--- config.mk ---
export PLATFORM = sky130hd
export DESIGN_NAME = load_store_unit
export DESIGN_NICKNAME = d
export VERILOG_FILES = /design/src/rtl/lsu_pkg.sv /design/src/rtl/lsu_load_align.sv /design/src/rtl/load_store_unit.sv
export SDC_FILE = /design/constraint.sdc
export NUM_CORES = 1
export LEC_CHECK = 0
export ABC_AREA = 1
export CORE_MARGIN = 4
export CORE_UTILIZATION = 48
export CTS_CLUSTER_SIZE = 8
export DETAILED_ROUTE_END_ITERATION = 16
export HOLD_SLACK_MARGIN = 0.03
export PLACE_DENSITY = 0.86
export SETUP_SLACK_MARGIN = 0.2
export SLEW_MARGIN = 20
export SYNTH_ARGS = -nofsm -noshare
export SYNTH_HDL_FRONTEND = slang
export SYNTH_SLANG_ARGS = --single-unit
--- constraint.sdc ---
create_clock -name clk -period 5.44 [get_ports clk]
set_input_delay 1.088 -clock clk [delete_from_list [all_inputs] [get_ports clk]]
set_output_delay 1.088 -clock clk [all_outputs]
set_load 0.01 [all_outputs]
--- src/rtl/lsu_pkg.sv ---
// Shared types and helpers for the load/store unit: FSM state, fun3 encodings,
// request legality and store-lane formatting.
package lsu_pkg;

   typedef enum logic [1:0] {
      IDLE,
      REQ,
      WAIT,
      DONE
   } lsu_state_t;

   localparam logic [2:0] F3_B  = 3'b000;
   localparam logic [2:0] F3_H  = 3'b001;
   localparam logic [2:0] F3_W  = 3'b010;
   localparam logic [2:0] F3_BU = 3'b100;
   localparam logic [2:0] F3_HU = 3'b101;

   // Unsigned variants exist only for loads; alignment follows the access size.
   function automatic logic access_ok(input logic       is_load,
                                      input logic [2:0] f3,
                                      input logic [1:0] a);
      logic ok;
      ok = 1'b0;
      case (f3)
         F3_B:  ok = 1'b1;
         F3_BU: ok = is_load;
         F3_H:  ok = ~a[0];
         F3_HU: ok = is_load & ~a[0];
         F3_W:  ok = (a == 2'b00);
         default: ok = 1'b0;
      endcase
      return ok;
   endfunction

   function automatic logic [3:0] store_mask(input logic [2:0] f3,
                                             input logic [1:0] a);
      logic [3:0] m;
      case (f3)
         F3_B:    m = 4'b0001 << a;
         F3_H:    m = a[1] ? 4'b1100 : 4'b0011;
         default: m = 4'b1111;
      endcase
      return m;
   endfunction

   function automatic logic [31:0] store_lanes(input logic [2:0]  f3,
                                               input logic [31:0] sd);
      logic [31:0] w;
      case (f3)
         F3_B:    w = {4{sd[7:0]}};
         F3_H:    w = {2{sd[15:0]}};
         default: w = sd;
      endcase
      return w;
   endfunction

endpackage

--- src/rtl/lsu_load_align.sv ---
// Combinational load extraction: selects the addressed byte/halfword from the
// returned word and sign- or zero-extends it according to fun3.
module lsu_load_align
   import lsu_pkg::*;
(
   input  logic [2:0]  fun3,
   input  logic [1:0]  addr_lo,
   input  logic [31:0] rdata,
   output logic [31:0] result
);

   logic [7:0]  byte_sel;
   logic [15:0] half_sel;

   assign byte_sel = 8'(rdata >> {addr_lo, 3'b000});
   assign half_sel = 16'(rdata >> {addr_lo[1], 4'b0000});

   always_comb begin
      result = rdata;
      case (fun3)
         F3_B:    result = {{24{byte_sel[7]}}, byte_sel};
         F3_BU:   result = {24'h0, byte_sel};
         F3_H:    result = {{16{half_sel[15]}}, half_sel};
         F3_HU:   result = {16'h0, half_sel};
         default: result = rdata;
      endcase
   end

endmodule

--- src/rtl/load_store_unit.sv ---
// Load/store unit: runs one valid/ready data-memory transaction per request and
// returns extended load data. Optional request timeout enabled by LSU_TIMEOUT_EN.
module load_store_unit
   import lsu_pkg::*;
#(
   parameter int TIMEOUT_CYCLES = 255
) (
   input  logic        clk,
   input  logic        rst,
   input  logic        load,
   input  logic        store,
   input  logic [2:0]  fun3,
   input  logic [31:0] addr,
   input  logic [31:0] store_data,
   output logic        req_valid,
   input  logic        req_ready,
   output logic        req_we,
   output logic [31:0] req_addr,
   output logic [31:0] req_wdata,
   output logic [3:0]  req_wmask,
   input  logic        resp_valid,
   input  logic [31:0] resp_rdata,
   output logic        valid,
   output logic        load_control,
   output logic [31:0] load_data,
   output logic        err
);

   lsu_state_t  state, state_nxt;
   logic        is_load_q;
   logic [2:0]  fun3_q;
   logic [31:0] addr_q;
   logic [31:0] wdata_q;
   logic [3:0]  wmask_q;
   logic [31:0] load_data_q;
   logic [31:0] aligned;
   logic        err_q, err_nxt;
   logic        start, start_ok;
   logic        tmo_hit;

   assign start    = load | store;
   assign start_ok = access_ok(load, fun3, addr[1:0]);

`ifdef LSU_TIMEOUT_EN
   logic [7:0] tmo_cnt;

   always_ff @(posedge clk or posedge rst) begin
      if (rst) begin
         tmo_cnt <= '0;
      end else if (state != REQ && state_nxt == REQ) begin
         tmo_cnt <= '0;
      end else if (state == REQ || state == WAIT) begin
         tmo_cnt <= tmo_cnt + 8'd1;
      end
   end

   // Fires in the last allowed cycle so the abort lands after TIMEOUT_CYCLES cycles.
   assign tmo_hit = (state == REQ || state == WAIT) &&
                    (tmo_cnt == 8'(TIMEOUT_CYCLES - 1));
`else
   assign tmo_hit = 1'b0;
`endif

   // NOTE: sequential state uses non-blocking assignments so every register
   // samples pre-edge values regardless of statement order.
   always_ff @(posedge clk or posedge rst) begin
      if (rst) begin
         state <= IDLE;
         err_q <= 1'b0;
      end else begin
         state <= state_nxt;
         err_q <= err_nxt;
      end
   end

   // Load wins when both requests are high; store lanes are formatted up front.
   always_ff @(posedge clk or posedge rst) begin
      if (rst) begin
         is_load_q <= 1'b0;
         fun3_q    <= '0;
         addr_q    <= '0;
         wdata_q   <= '0;
         wmask_q   <= '0;
      end else if (state == IDLE && start) begin
         is_load_q <= load;
         fun3_q    <= fun3;
         addr_q    <= addr;
         wdata_q   <= load ? 32'h0 : store_lanes(fun3, store_data);
         wmask_q   <= load ? 4'h0  : store_mask(fun3, addr[1:0]);
      end
   end

   always_ff @(posedge clk or posedge rst) begin
      if (rst) begin
         load_data_q <= '0;
      end else if (state == WAIT && resp_valid) begin
         load_data_q <= aligned;
      end
   end

   // NOTE: every combinational output gets a default first so no path
   // through the case leaves a signal unassigned (no inferred latch).
   always_comb begin
      state_nxt = state;
      err_nxt   = 1'b0;
      case (state)
         IDLE: begin
            if (start) begin
               if (start_ok) state_nxt = REQ;
               else          err_nxt   = 1'b1;
            end
         end
         REQ: begin
            if (req_ready) begin
               state_nxt = is_load_q ? WAIT : IDLE;
            end else if (tmo_hit) begin
               state_nxt = IDLE;
               err_nxt   = 1'b1;
            end
         end
         WAIT: begin
            if (resp_valid) begin
               state_nxt = DONE;
            end else if (tmo_hit) begin
               state_nxt = IDLE;
               err_nxt   = 1'b1;
            end
         end
         DONE:    state_nxt = IDLE;
         default: state_nxt = IDLE;
      endcase
   end

   lsu_load_align u_align (
      .fun3    (fun3_q),
      .addr_lo (addr_q[1:0]),
      .rdata   (resp_rdata),
      .result  (aligned)
   );

   // Request fields are gated by state so they fall with reset asynchronously.
   assign req_valid    = (state == REQ);
   assign req_we       = req_valid & ~is_load_q;
   assign req_addr     = req_valid ? {addr_q[31:2], 2'b00} : 32'h0;
   assign req_wdata    = req_valid ? wdata_q : 32'h0;
   assign req_wmask    = req_valid ? wmask_q : 4'h0;
   assign valid        = (state == REQ) || (state == WAIT);
   assign load_control = (state == DONE);
   assign load_data    = load_data_q;
   assign err          = err_q;

endmodule

## Word level (Yosys, flattened, before mapping)

Cells that the tools add are included.
W data, S select, Z words.

| word-level totals | value |
|---|---|
| input bits | 105 |
| register bits | 107 |

| cells by class | value |
|---|---|
| shift-type cells | 3 |
| reductions and logical operators | 8 |
| bitwise logic cells | 5 |
| muxes and demuxes | 19 |
| equality and inequality tests | 14 |

Operators with widths:

| cell | count |
|---|---|
| $pmux W32 S4 | 1 |
| $mux W32 | 3 |
| $pmux W32 S2 | 1 |
| $shr A32 B5 Y16 | 1 |
| $shr A32 B5 Y8 | 1 |
| $eq A3 B3 Y1 const B | 4 |
| $mux W4 | 3 |
| $mux W2 | 5 |
| $pmux W2 S4 | 1 |
| $pmux W4 S2 | 1 |
| $eq A3 B1 Y1 const B | 2 |
| $logic_not A3 Y1 | 2 |
| $ne A2 B2 Y1 const B | 3 |
| $pmux W1 S5 | 1 |
| $eq A2 B2 Y1 const B | 2 |
| $logic_not A2 Y1 | 2 |
| $reduce_and A4 Y1 | 1 |
| $shl A1 B2 Y4 const A | 1 |
| $eq A3 B2 Y1 const B | 1 |
| $mux W1 | 3 |
| $and A1 B1 Y1 | 2 |
| $eq A2 B1 Y1 const B | 1 |
| $logic_and A1 B1 Y1 | 2 |
| $ne A2 B1 Y1 const B | 1 |
| 3 further kinds | 4 |

## Logic depth before layout (Yosys ltp)

Gate-level depths: netlist of the first run.

| depth | value |
|---|---|
| word-level depth | 6 |
| mapped depth | 9 |
| mapped depth without buffers | 9 |

## Modules after synthesis

Synthesis of the first run repeated with hierarchy kept, for this count alone.

| second synthesis, totals | value |
|---|---|
| cells, all modules | 772 |
| area total of the unflattened synthesis | 5,906.9 µm² |

By module, submodules not included:

| module | area an instance (µm²) | cells an instance | instances | sequential area each (µm²) |
|---|---|---|---|---|
| load_store_unit | 5,034.8 | 603 | 1 | 2,677.6 |
| lsu_load_align | 872.1 | 169 | 1 | 0.0 |

## Least setup slack after synthesis of the first run

No wires, ideal clock.

| path | value |
|---|---|
| path kind | register to output |
| from | register with a tool-made name |
| to | output port req_addr[11] |
| buffers on the path | 3 |
| arrival time | 1.463 ns |
| stages on the path, launching flop included | 8 |
| setup slack | 2.889 ns |
| path through | dfrtp_1 > inv_1 > ha_1 > clkbuf_1 > buf_2 > buf_1 > nand2_1 > inv_1 |

RTL lines:

| element | RTL line | RTL |
|---|---|---|
| end: declaration | load_store_unit.sv:18 | `output logic [31:0] req_addr,` |

==> results of run 1 <==
layout make-up:
| type | instances | area share |
|---|---|---|
| clock inverter | 7 | 0.006406 |
| multi-input combinational | 496 | 0.2817 |
| tap | 143 | 0.02234 |
| clock buffer | 9 | 0.02813 |
| inverter | 138 | 0.06547 |
| timing repair buffer | 210 | 0.2616 |
| sequential | 107 | 0.3344 |
worst max path at each step:
stage / depth (start not counted) / slack, ps / end / start
after global routing: 6 / 1400 / req_wdata[7] / flip-flop
final: 6 / 1550 / req_wdata[1] / flip-flop
after detailed placement: 6 / 1880 / wmask_q[1] / fun3[2]
after floorplan: 1 / 1530 / asynchronous set/reset pin / rst
after global placement: 6 / 1920 / wmask_q[0] / fun3[2]
after CTS: 6 / 1540 / req_wdata[12] / flip-flop
per-layer routing:
| layer | up-vias | wire [microns] |
|---|---|---|
| met1 | 2631 | 6824 |
| met5 | - | 13 |
| met2 | 271 | 8067 |
| met3 | 42 | 2027 |
| li1 | 2778 | - |
| met4 | 2 | 440 |
worst register-to-register path, stage by stage (launching register included):
cell,delay (ps)
dfrtp_1,440
inv_1,130
ha_1,270
inv_2,70
nor2_4,260
clkinv_2,780
nand2_1,290
o21ai_1,100
sequential cells by signal (all words and copies together), names as in the netlist, named ones only:
register and count:
state 1, err 1, fun3_q 3, addr_q 32
is_load_q 1, wdata_q 32, wmask_q 4, load_data 32
cell families (layout without fill, tap and decap cells):
family,after synthesis,in the layout
AOI/OAI and AO/OA,180,180
adders and majority gates,4,4
buffers and inverters,180,364
DFF,107,107
other,1,2
and+or+nand+nor,310,310
stage by stage:
step                utilization  power, mW  area (sq um)
global placement         0.6739      3.506          7727
finish                   0.6983      4.186          8008
CTS                      0.6980      4.202          8004
detailed placement       0.6739      3.564          7727
floorplan                     -      2.602          5663
global route             0.6983      4.497          8008
power by group:
part	leakage (nW)	switching, mW	internal [mW]
combinational	2.69	1.13	0.959
clock	0.137	0.311	0.314
sequential	1.32	0.279	1.19
total	4.15	1.72	2.46
cells in the final DEF, fill, tap and decap left out, types with 9 or more instances in the layout:
cell type,count
a21oi_1,33
clkbuf_16,9
clkdlybuf4s50_1,207
dfrtp_1,107
inv_1,130
nand2_1,266
nor2_1,24
o211ai_1,11
o21ai_0,95
o21ai_1,23
o22ai_1,15
==> run metrics, run 1 <==
CP max FO 48; GR Util met1 0.3110; largest family of logic cells by synthesized area simple AND/OR/NAND/NOR gates; Residual DRC 0; Setup Fix Bufs, Post-CTS 0; Fmax around 0.26 GHz; R2R cell count 7; maximum VDD drop approximately 290 uV; worst path bufs/invs 4; DP Cell Count 1094; status complete, no violations; DP Wirelength ~12000 microns; Vias 5724; largest cells by area after synthesis dfrtp_1 47%, nand2_1 18%, inv_1 8.7%; slew at the pin closest to its max-slew limit 933.1 ps; Final setup viols 0; Worst R2R End wdata_q[13]; Routed WL per cell 15.65 microns; Async SR Flop Fraction 1.000; grt total ovfl 0; Root Buffer Master clkbuf_16; post-synthesis xor/xnor area fraction 0; post-CTS sizing 0; Synth Instances between 700 and 800; PwrDens 522.8 nW/um^2; Clock Pin Slew Worst Setup and Hold Paths about 70 ps; RSZ-0062 raised after global routing no; Clock Latency Late Sink approximately 350 ps; TritonRoute pass-1 iters 5; IO buf count 207; P&R area growth vs syn 41.50%; YS warnings 0; Die Height 116.6 microns; Critical Path Most Common Cell inv_1; count leader, synth nand2_1; drt via density approximately 5.2; GP Congestion ~0.89; fin crit period between 3000 and 4000 ps; total core area approximately 11000 sq um; Seq/Total Area, Yosys 0.4731; largest net degree at the start of global routing between 70 and 80; Hold Path End addr_q[6]; Worst path max stage delay ~800 ps; critical path's top delay family buffers and inverters; Synth Register Bits 107; Slew HR 0.3779; met2 GRT Util 0.4157; adder-cell area share of the yosys netlist 0.008844; WHS Path Cells 2; Synth area leader dfrtp_1; Reg area approximately 2700 sq um; CTS Buf Count 9; global-route wire length before repair between 20000 and 30000 microns; critical-path cell list inv_1, ha_2, buf_4, nand2_1, inv_1, clkdlybuf4s50_1; post-synthesis simple-gate area fraction 0.2178; share of the clock period used by the worst path 0.7151; initial antenna violation count 1; post-synth top area share 0.4731; GRT Overall Usage 0.2533; max-cap violations 0; setup TNS 0 ps; Slew Limit Fails 0; Clock Path Buffers 2; ant diodes 0; antenna-violating nets left 0; top cells by count, synth 266 x nand2_1, 131 x inv_1, 107 x dfrtp_1; initial drt markers 580; Routed Wire Length approximately 17000 microns; Final #Nets 1071; Fin Clk Skew around 5.3 ps; Synth Area in Compound Gates 0.1702; Initial Utilization 0.4935; HP Class flip-flop to flip-flop; CP max-delay cell ha_2; syn avg cell area approximately 7.2 sq um; Critical Path RT between 4000 and 5000 ps; GRT met3 Usage 0.09016; Post-synth EDFFs 0; critical path capture point type output pin; Die Area around 14000 sq um; Rows 39; synthesized area ~5700 sq um; fraction of layout cells with a size suffix above 1 0.04137; global route hottest layer met2; synth unique cells 28; Main synth FF type dfrtp_1; worst hold margin between 400 and 500 ps; vias in the first global route 5465; # fillers between 900 and 1000; clk sinks 107; CTS tree built; hold_sp addr_q[6]; Final Instance Count excl. Fillers 1110; fin worst setup slack 1550 ps; kind of critical path flip-flop to output pin; Die Span X around 120 microns; final hold viol count 0; pre-CTS WS around 1900 ps; worst r2r src state[0]; IO Count 210; R2R Setup Slk 2990 ps; Critical Path Start Type flip-flop; Worst Path Arrival between 2000 and 3000 ps; H-tree levels 3; Multi-input gate area about 2300 sq um; # hold bufs at CTS 0; multiplexer share of the synthesized area 0; Pleak 4.150 nW
No activity file was read; power rests on OpenSTA's default activity.
==> run 2: changes to the inputs <==
Settings changed: CORE_UTILIZATION 48 to 41, PLACE_DENSITY 0.86 to 0.78.
Clock period 5.44 ns to 3.4 ns, I/O delays scaled along.
==> run 2 against run 1 <==
Net effect:
- worst hold slack about the same
- setup slack worse by 1000 ps
- cell count up 3.4%
- sequential cell count unchanged
- total power up 60%
- register-to-register slack worse by 1700 ps
- design area up 1.3%
- sequential power up 60%
- die area up 16%
- via count down 0.87%
- count of clock-buffer cells in the layout up 2
- clock power up 58%
==> run metrics, run 2 (synthesis gave the netlist of run 1 again) <==
worst hold margin 474.6 ps (was 474.8 ps); fin area 8113 sq um (was 8008 sq um); critical path's top delay family buffers and inverters (unchanged); grt total ovfl 0 (unchanged); Routed WL per cell 14.86 microns (was 15.65 microns); largest net degree at the start of global routing 108 (was 78); kind of critical path flip-flop to output pin (unchanged); CTS tree built (unchanged); Reg area 2678 sq um (unchanged); Critical Path Most Common Cell inv_1 (unchanged); switching share of total power 0.4054 (was 0.4120); Pint 3.981 mW (was 2.462 mW); drt via density 4.943 (was 5.157); final hold viol count 0 (unchanged); critical path capture point type output pin (unchanged); GP Congestion 0.8704 (was 0.8928); # fillers 1236 (was 960); DP Wirelength 12280 microns (was 12490 microns); post-CTS sizing 0 (unchanged); ant diodes 0 (unchanged); final core occ 0.6054 (was 0.6983); slew at the pin closest to its max-slew limit 806.5 ps (was 933.1 ps); total core area 13400 sq um (was 11470 sq um); CTS Buf Count 9 (unchanged); IO buf count 207 (unchanged); # hold bufs at CTS 0 (unchanged); Final Instance Count excl. Fillers 1148 (was 1110); Worst path max stage delay 600 ps (was 800 ps); Clock Latency Late Sink 350 ps (about the same); status complete, no violations (unchanged); initial antenna violation count 1 (unchanged); P&R area growth vs syn 43.36% (was 41.50%); Slew Limit Fails 0 (unchanged); Rows 42 (was 39); fin crit period 2854 ps; Critical Path Start Type flip-flop (unchanged); Fmax 0.3504 GHz; RSZ-0062 raised after global routing no (unchanged); total power 6.696 mW (was 4.186 mW); R2R Setup Slk 1280 ps (was 2990 ps); Critical Path RT 2720 ps (was 4350 ps); fraction of layout cells with a size suffix above 1 0.04424 (was 0.04137); switching power 2.714 mW (was 1.725 mW); Vias 5674 (was 5724); most frequent cells in the layout 266 x nand2_1, 207 x clkdlybuf4s50_1, 130 x inv_1 (unchanged); critical-path cell list inv_1, ha_2, buf_12, inv_1, nor2_1, clkdlybuf4s50_1 (was inv_1, ha_2, buf_4, nand2_1, inv_1, clkdlybuf4s50_1); Routed Wire Length 17060 microns (was 17370 microns); Final setup viols 0 (unchanged); GRT Overall Usage 0.2131 (was 0.2533); antenna-violating nets left 0 (unchanged); fin worst setup slack 545.9 ps (was 1550 ps); setup TNS 0 ps (unchanged); vias in the first global route 5527 (was 5465); Die Area 15750 sq um (was 13590 sq um); maximum VDD drop 345.7 uV (was 288.4 uV); CP max FO 69 (was 48); Root Buffer Master clkbuf_16 (unchanged); Logic pwr share 0.501 (was 0.500); HP Class flip-flop to flip-flop (unchanged); TritonRoute pass-1 iters 5 (unchanged); Flop pwr share 0.351 (about the same); share of the clock period used by the worst path 0.8394; max-cap violations 0 (unchanged); pre-CTS WS 858.1 ps (was 1877 ps); Die Span X 125.5 microns (was 116.6 microns); clock share of power 0.148 (was 0.149); CP max-delay cell clkdlybuf4s50_1 (was ha_2); Die Height 125.5 microns (was 116.6 microns); Clock Path Buffers 2 (unchanged); Pleak 4.169 nW (was 4.150 nW); IO Count 210 (unchanged); Slew HR 0.4624 (was 0.3779); Worst Path Arrival 2170 ps (was 2800 ps); worst path bufs/invs 4 (unchanged); initial drt markers 437 (was 580); Clock Pin Slew Worst Setup and Hold Paths 70 ps (about the same); Residual DRC 0 (unchanged); Fin Clk Skew 5.180 ps (was 5.259 ps); DP Cell Count 1132 (was 1094); PwrDens 825.3 nW/um^2 (was 522.8 nW/um^2); H-tree levels 3 (unchanged); commonest non-fill, non-tap cell in the layout nand2_1 (unchanged); Placed Area 7833 sq um (was 7727 sq um); Final #Nets 1076 (was 1071); global-route wire length before repair 27460 microns (was 26830 microns); clk sinks 107 (unchanged); Multi-input gate area 2256 sq um (unchanged); Setup Fix Bufs, Post-CTS 0 (unchanged); Initial Utilization 0.4223 (was 0.4935)
run 2: power by group through the flow:
stage | clock network, mW | logic, mW | registers, mW
finish | 0.989 | 3.35 | 2.35
global route | 1.07 | 3.73 | 2.43
CTS | 1.02 | 3.39 | 2.34
detailed placement | 0 | 3.39 | 2.35
global placement | 0 | 3.32 | 2.34
floorplan | 0 | 1.86 | 2.31
run 2: worst paths after layout:
kind / start / to / cells past startpoint
hold / removal: addr_q[23] / addr_q[23] / 2
setup reg to reg: state[0] / wdata_q[30] / 8
hold reg to reg: addr_q[23] / addr_q[23] / 2
min in group asynchronous: rst / load_data[16] / 3
max in group asynchronous: rst / addr_q[19] / 3
setup / recovery: flip-flop / req_we / 6
run 2: tightest hold or removal path, cell delays in order, from the launching register on:
cell     delay [ps]
dfrtp_1         350
nand2_1          50
nand2_1          40
run 2: area by class of cell:
| type | instances | share of cell area |
|---|---|---|
| timing repair buffer | 215 | 0.2659 |
| tap | 176 | 0.02714 |
| clock buffer | 11 | 0.02992 |
| inverter | 138 | 0.06431 |
| clock inverter | 5 | 0.004627 |
| multi-input combinational | 496 | 0.2781 |
| sequential | 107 | 0.3300 |
run 2: per-layer routing:
| layer | track usage | part of all wire | routed length (microns) | up-vias |
|---|---|---|---|---|
| li1 | - | - | - | 2779 |
| met1 | 0.2817 | 0.41 | 7050 | 2598 |
| met4 | 0.08163 | 0.025 | 418 | 2 |
| met3 | 0.06397 | 0.10 | 1742 | 29 |
| met2 | 0.3301 | 0.46 | 7831 | 266 |
| met5 | 0 | 0.00076 | 13 | - |
